$ cat config.mk
export PLATFORM = sky130hd
export DESIGN_NAME = seq_divider_flat
export DESIGN_NICKNAME = d
export VERILOG_FILES = /design/src/rtl/seq_divider_if.sv /design/src/rtl/seq_divider.sv /design/src/flat_wrapper.sv
export SDC_FILE = /design/constraint.sdc
export NUM_CORES = 1
export LEC_CHECK = 0
export ABC_AREA = 1
export BUFFER_PORTS_ARGS = -buffer_cell sky130_fd_sc_hd__buf_4
export CAP_MARGIN = 15
export CORE_MARGIN = 2
export CORE_UTILIZATION = 53
export CTS_BUF_LIST = sky130_fd_sc_hd__clkbuf_8
export CTS_CLUSTER_DIAMETER = 50
export DETAILED_ROUTE_END_ITERATION = 6
export GPL_ROUTABILITY_DRIVEN = 0
export GPL_TIMING_DRIVEN = 0
export PLACE_DENSITY = 0.78
export SYNTH_ARGS = -nofsm -noshare
export SYNTH_HDL_FRONTEND = slang
export SYNTH_SLANG_ARGS = --single-unit
$ cat constraint.sdc
create_clock -name clk -period 1.9 [get_ports clk]
set_input_delay 0.285 -clock clk [delete_from_list [all_inputs] [get_ports clk]]
set_output_delay 0.285 -clock clk [all_outputs]
set_load 0.01 [all_outputs]
$ cat src/rtl/seq_divider_if.sv
// seq_divider_if: start/busy/done handshake and operand/result bundle for seq_divider
interface seq_divider_if #(parameter int N = 8);
  logic start;
  logic [N-1:0] dividend;
  logic [N-1:0] divisor;
  logic busy;
  logic done;
  logic [N-1:0] quotient;
  logic [N-1:0] remainder;
  logic div_by_zero;
  modport master(output start, dividend, divisor, input busy, done, quotient, remainder, div_by_zero);
  modport slave(input start, dividend, divisor, output busy, done, quotient, remainder, div_by_zero);
endinterface

$ cat src/rtl/seq_divider.sv
// seq_divider: restoring unsigned divider, one quotient bit per clock
module adder_subtractor #(parameter int W = 9) (
  input  logic [W-1:0] a,
  input  logic [W-1:0] b,
  input  logic         sub,
  input  logic         cin,
  output logic [W-1:0] sum
);
  assign sum = a + (b ^ {W{sub}}) + {{(W-1){1'b0}}, cin};
endmodule

module seq_divider #(parameter int N = 8) (
  input logic clk,
  input logic rst_n,
  seq_divider_if.slave bus
);
  localparam int CW = (N > 2) ? $clog2(N) : 1;
  typedef enum logic [1:0] {IDLE, RUN, DONE} state_t;
  state_t state;
  logic [N-1:0] r, q, d, next_r, next_q;
  logic [N:0] shifted, t;
  logic [CW-1:0] cnt;
  logic z_pend;
  // partial remainder stays below the divisor, so its top bit is never needed in storage
  assign shifted = {r, q[N-1]};
  adder_subtractor #(.W(N + 1)) u_sub (
    .a(shifted), .b({1'b0, d}), .sub(1'b1), .cin(1'b1), .sum(t)
  );
  assign next_r = t[N] ? shifted[N-1:0] : t[N-1:0];
  assign next_q = {q[N-2:0], ~t[N]};
  always_ff @(posedge clk or negedge rst_n) begin
    if (!rst_n) begin
      state <= IDLE;
      r <= '0;
      q <= '0;
      d <= '0;
      cnt <= '0;
      z_pend <= 1'b0;
      bus.busy <= 1'b0;
      bus.done <= 1'b0;
      bus.quotient <= '0;
      bus.remainder <= '0;
      bus.div_by_zero <= 1'b0;
    end else begin
      bus.done <= 1'b0;
      case (state)
        RUN: begin
          r <= next_r;
          q <= next_q;
          cnt <= cnt - 1'b1;
          if (cnt == '0) begin
            bus.quotient <= next_q;
            bus.remainder <= next_r;
            bus.div_by_zero <= 1'b0;
            bus.busy <= 1'b0;
            bus.done <= 1'b1;
            state <= DONE;
          end
        end
        default: begin
          // zero divisor spends one quiet cycle in DONE before publishing, q holds the dividend
          if (z_pend) begin
            z_pend <= 1'b0;
            bus.quotient <= '1;
            bus.remainder <= q;
            bus.div_by_zero <= 1'b1;
            bus.done <= 1'b1;
          end else if (bus.start) begin
            d <= bus.divisor;
            q <= bus.dividend;
            r <= '0;
            cnt <= CW'(N - 1);
            bus.busy <= bus.divisor != '0;
            z_pend <= bus.divisor == '0;
            state <= (bus.divisor != '0) ? RUN : DONE;
          end else begin
            state <= IDLE;
          end
        end
      endcase
    end
  end
endmodule
$ cat src/flat_wrapper.sv
// flat-port wrapper written by rule: the top's interface ports become plain ports
module seq_divider_flat 
#(parameter int N = 8)
  (clk, rst_n, bus_start, bus_dividend, bus_divisor, bus_busy, bus_done, bus_quotient, bus_remainder, bus_div_by_zero);
  seq_divider_if #(.N(N)) bus_i ();
  input logic clk;
  input logic rst_n;
  input wire logic [$bits(bus_i.start)-1:0] bus_start;
  input wire logic [$bits(bus_i.dividend)-1:0] bus_dividend;
  input wire logic [$bits(bus_i.divisor)-1:0] bus_divisor;
  output wire logic [$bits(bus_i.busy)-1:0] bus_busy;
  output wire logic [$bits(bus_i.done)-1:0] bus_done;
  output wire logic [$bits(bus_i.quotient)-1:0] bus_quotient;
  output wire logic [$bits(bus_i.remainder)-1:0] bus_remainder;
  output wire logic [$bits(bus_i.div_by_zero)-1:0] bus_div_by_zero;
  assign bus_i.start = bus_start;
  assign bus_i.dividend = bus_dividend;
  assign bus_i.divisor = bus_divisor;
  assign bus_busy = bus_i.busy;
  assign bus_done = bus_i.done;
  assign bus_quotient = bus_i.quotient;
  assign bus_remainder = bus_i.remainder;
  assign bus_div_by_zero = bus_i.div_by_zero;
  seq_divider #(.N(N)) u_core (.clk(clk), .rst_n(rst_n), .bus(bus_i));
endmodule
# After elaboration in Yosys (flattened, before gate mapping)
# Cells that the tools add are included.
[classes]
addsub = 3
eq_ne = 3
n_mux = 32
n_bitwise = 4
n_reduce_logical = 10
[op_table]
columns = ["operator", "n"]
rows = [
  ["$mux 8", 13],
  ["$mux 1", 11],
  ["$mux 2", 5],
  ["$add 9x1->9 const B", 1],
  ["$add 9x9->9", 1],
  ["$mux 3", 3],
  ["$not 8->9", 1],
  ["$logic_not 8->1", 1],
  ["$reduce_bool 8->1", 1],
  ["$reduce_and 2->1", 3],
  ["$reduce_and 3->1", 2],
  ["$reduce_bool 2->1", 2],
  ["$logic_not 3->1", 1],
  ["$not 1->1", 3],
  ["$sub 3x1->3 const B", 1],
  ["$eq 2x1->1 const B", 1],
  ["$ne 2x1->1 const B", 1],
  ["$ne 2x2->1 const B", 1],
]
[word_totals]
regBits = 49
in_bits = 19
out_inout_bits = 19
word_cells = 63

# Depth between registers and ports, before layout
[depth]
depth_word = 6
ltp_mapped = 14
mapped_depth_nobuf = 14

# By module
# A second synthesis with hierarchy kept.
[unflattened]
cells_unflattened = 372
hier_area_um2 = 2788.9
[modules_own_cells]
columns = ["module", "instances", "cells_per_inst", "area_each_um2", "seq_area_each_um2"]
rows = [
  ["seq_divider", 1, 277, 2254.7, 1226.2],
  ["adder_subtractor", 1, 95, 534.3, 0.0],
]

# Worst setup path after synthesis
# OpenSTA, ideal clock, no wires.
[synth_path]
kind = "reg-to-reg"
from = "register u_core.q[7]"
to = "register u_core.bus.remainder[7]"
setup_ns = 0.117
arrival_time_ns = 1.741
required_ns = 1.783
setup_slack_ns = 0.042
stages_incl_launch_ff = 15
n_path_buf = 0
period_less_slack_ns = 1.858
cell_sequence = "dfrtp_1 > inv_1 > ha_1 > inv_1 > fa_1 > nand2_1 > nand2_2 > nand3_2 > nand2_2 > nand2_2 > nand2_4 > nor2_2 > nor2_1 > nor2_1 > nor2_1"
[synth_via]
elab_chain_len = 5
elab_cells_between_ends = 6
classes_between = "2 x add/sub; 4 x mux"
[synth_rtl]
columns = ["item", "line_no", "rtl"]
rows = [
  ["start: declaration", "seq_divider.sv:20", "logic [N-1:0] r, q, d, next_r, next_q;"],
  ["start signal: assignment", "seq_divider.sv:49", "q <= next_q;"],
  ["start signal: assignment", "seq_divider.sv:70", "q <= bus.dividend;"],
  ["$add 9x9->9", "seq_divider.sv:9", "assign sum = a + (b ^ {W{sub}}) + {{(W-1){1'b0}}, cin};"],
  ["$add 9x1->9", "seq_divider.sv:9", ""],
  ["$mux 8", "seq_divider.sv:29", "assign next_r = t[N] ? shifted[N-1:0] : t[N-1:0];"],
  ["$mux 8", "seq_divider.sv:51", "if (cnt == '0) begin"],
  ["$mux 8 (*)", "seq_divider.sv:46", "case (state)"],
  ["end signal: assignment", "seq_divider.sv:53", "bus.remainder <= next_r;"],
  ["end signal: assignment", "seq_divider.sv:65", "bus.remainder <= q;"],
  ["end: declaration", "seq_divider_if.sv:12", "modport slave(input start, dividend, divisor, output busy, done, quotient, remainder, div_by_zero);"],
]
# Every way passes the cells marked *; elsewhere a longest branch is shown, timed or not. The select of a mux whose other input is x is not followed.
# A chain may end at the register's enable or synchronous reset.

# Worst setup path after layout
[layout_path]
from = "register u_core.q[7]"
to = "register u_core.bus.remainder[4]"
[layout_via]
elab_chain_len = 5
[layout_rtl]
columns = ["item", "line_no"]
rows = [
  ["$add 9x9->9", "seq_divider.sv:9"],
  ["$add 9x1->9", "seq_divider.sv:9"],
  ["$mux 8", "seq_divider.sv:29"],
  ["$mux 8", "seq_divider.sv:51"],
  ["$mux 8", "seq_divider.sv:46"],
]
# No other way between the ends. The select of a mux whose other input is x is not followed.

==> impl_results.md <==
- Run status: finished, violations left
- Failing checks: negative hold slack, negative setup slack
- Top post-synthesis cells by area: dfrtp_1, nand2_1, inv_1, o21ai_0, ha_1
- Internal cell power: 2.98 mW
- Fin crit share: 101%
- Clock network power share: between 10 and 15%
- Most common cell in the netlist: nand2_1
- Sequential-to-total area share from yosys stat: 47.6%
- Fin. max-slew vios: 0
- DP HPWL: between 4 and 5 mm
- Sequential cell area: roughly 1200 um^2
- Routed Antenna Nets: 0
- PwrDens: around 1600 nW/um^2
- Yosys warning total: 0
- Layout Utilization: between 70% and 80%
- CP Max Fanout: 5
- Synth unique cells: 32
- CP Data Required Time: 2.13 ns
- Total Power: 5.36 mW
- CTS root buf: clkbuf_8
- Pin count of the biggest net entering global routing: 50
- Total GRT Usage: about 25%
- Area Growth Syn to Fin: 28.0%
- Synth top area share: 47.6%
- Initial antenna violation count: 0
- Type of the tightest min-delay check: in2async
- Hold_buf cts: 0
- Leakage: 1.66 nW
- Post-Synthesis Cells: 318
- Iter 0 DRT Violations: 145
- Via/cell ratio: between 5 and 6
- Ys async rst share: between 90% and 100%
- CP endpoint kind: flip-flop
- Cell taking the most area after synthesis: dfrtp_1
- Clk Latency, worst-skew pair: 0.30 ns
- Reg power frac: between 20% and 30%
- Fin nets: 400
- Buffers added on ports: 37
- Num CTS Buffers: 5
- Fin crit period: between 1.5 and 2 ns
- RSZ-0062 raised after global routing: yes
- Endpoints failing setup: 4
- WP data arrival: about 2.2 ns
- Switching part of the total: 44.5%
- Number of global-route vias before repair: around 2100
- Worst setup SP type: flip-flop
- Flop and latch count out of synthesis: a little under 50
- Synth Area per Inst: between 8 and 9 um^2
- Fillers: around 380
- Clock Sink Count: 49
- Fmax: about 0.52 GHz
- Slew HR: between 50% and 60%
- Worst Skew: 0.00613 ns
- Vias: between 2000 and 2500
- Layout cells sized above 1: 28.0%
- Max Cap Viol: 0
- Endpoints failing hold: 7
- NetSw: 2.39 mW
- Net Count, Synth: 348
- IO Count: 38
- DRC: 0
- GR Overflow Total: 0
- Routed len/inst: around 15 um
- Total core area: ~4700 um^2
- Initial core utilization: a little over half
- Diode count: 0
- Post-synth top flop: dfrtp_1
- Die height: about 74 um
- Fin worst setup slack: -0.0186 ns
- Tightest Pin Transition: roughly 0.63 ns
- Num rows: 25
- First-pass GRT wire length: 10.2 mm
- Critical path class: reg2reg
- Synth cell count leaders: nand2_1, inv_1, dfrtp_1
- Multi-input logic area: 1300 um^2
- Die Area: 5430 um^2
- Clock transition at path regs: about 0.09 ns
- Area after DPL: between 2000 and 3000 um^2
- Finished Cell Area: 3290 um^2
- DRT Wirelength: around 6.2 mm
- H-tree depth: 2
- VDD IR-drop max: about 0.0012 V
- First-pass detailed-route iteration total: 4
- TritonCTS clock tree: done
- Max clock buf depth: 2
- Post-synth EDFFs: 0
- WHS: -0.0120 ns
- Cell area after synthesis: ~2600 um^2
- Chip Width: 73.7 um
- Logic gate share of total power: about 56%
## power by group through the flow
stage / sequential, mW / combinational (mW) / clock [mW]
2_1_floorplan: 1.59 / 1.69 / 0
3_3_place_gp: 1.57 / 2.24 / 0
3_5_place_dp: 1.59 / 2.31 / 0
4_1_cts: 1.58 / 2.73 / 0.755
5_1_grt: 1.63 / 3.37 / 0.799
6_report: 1.59 / 3.02 / 0.748
## final cells by class
| class | instances | share of cell area (%) |
|---|---|---|
| clock inverter | 3 | 1.29 |
| inverter | 56 | 6.46 |
| sequential | 49 | 37.2 |
| clock buffer | 5 | 2.09 |
| timing repair buffer | 44 | 10.0 |
| tap | 54 | 2.05 |
| buffer | 8 | 1.29 |
| multi-input combinational | 206 | 39.6 |
## metal layers
metal	global-route usage (%)	part of all wire, %	up-vias
li1	-	-	1122
met1	34.2	42	1088
met2	40.0	52	65
met3	4.80	5.3	8
met4	6.67	0.94	0
met5	0	0	-
## timing repair
action	CTS	global route
pin swaps	13	12
setup endpoints to repair	18	18
cloned	1	0
gates resized for setup	31	17
setup buffers	5	2
## placed cells by master (no fill, tap or decap), types with 3 or more instances in the layout
cell type / synthesis / final
a21oi_1: 15 / 10
a21oi_2: 2 / 6
buf_2: 3 / 3
buf_4: 2 / 46
clkbuf_8: 0 / 5
dfrtp_1: 49 / 49
ha_1: 10 / 8
inv_1: 55 / 54
nand2_1: 70 / 62
nand2_2: 9 / 11
nand2_4: 1 / 6
nand3_1: 13 / 5
nand3_2: 1 / 6
nand3_4: 0 / 3
nand4_1: 5 / 5
nor2_1: 25 / 25
o211ai_1: 5 / 5
o21ai_0: 30 / 26
## cells by family after synthesis
kind of cell / share of synthesized area, %
buffers and inverters: 9.82
flip-flops: 47.6
AO/OA/AOI/OAI: 13.6
XOR/XNOR: 1.02
AND/OR/NAND/NOR: 22.3
adder cells (fa/ha/maj): 5.64
## sequential cells by signal, indices dropped and copies added (netlist names)
name,flops
u_core.bus.quotient,8
u_core.bus.remainder,8
u_core.d,8
u_core.q,8
u_core.r,8
u_core.cnt,3
u_core.state,2
u_core.bus.busy,1
u_core.bus.div_by_zero,1
u_core.bus.done,1
u_core.z_pend,1
## final timing paths
check,startpoint,slack [ns],to,cells after the start
setup / recovery,u_core.q[7]$_DFFE_PN0P_,-0.02,u_core.bus.remainder[4]$_DFFE_PN0P_,13
hold / removal,rst_n,-0.01,u_core.r[7]$_DFFE_PN0P_,1
setup reg to reg,u_core.q[7]$_DFFE_PN0P_,-0.02,u_core.bus.remainder[4]$_DFFE_PN0P_,13
hold reg to reg,u_core.bus.div_by_zero$_DFFE_PN0P_,0.48,u_core.bus.div_by_zero$_DFFE_PN0P_,2
max in group asynchronous,rst_n,1.49,u_core.r[1]$_DFFE_PN0P_,1
min in group clk,bus_dividend[3],0.24,u_core.q[3]$_DFFE_PN0P_,3
## metrics by stage
stage	TNS, ns	cells	setup WS [ns]	hold slack (ns)
global placement	-1.80	409	-0.161	0.338
detailed placement	-2.64	409	-0.214	0.344
finish	-0.0380	425	-0.0186	-0.0120
floorplan	0	318	0.0423	-0.0106
global route	-1.49	425	-0.161	0.0349
CTS	-0.185	423	-0.0647	0.0151
## worst max-delay path, stage by stage, from the launching register on
cell and delay (ns):
dfrtp_1 0.38, inv_2 0.08, ha_4 0.13, inv_4 0.03
fa_2 0.35, nand2_2 0.09, nand2_4 0.07, nand3_4 0.12
nand2_4 0.09, nand2_8 0.10, nand2_4 0.10, nand2_2 0.08
nand3_2 0.09, a21oi_2 0.15
(Power assumes the default switching activity.)
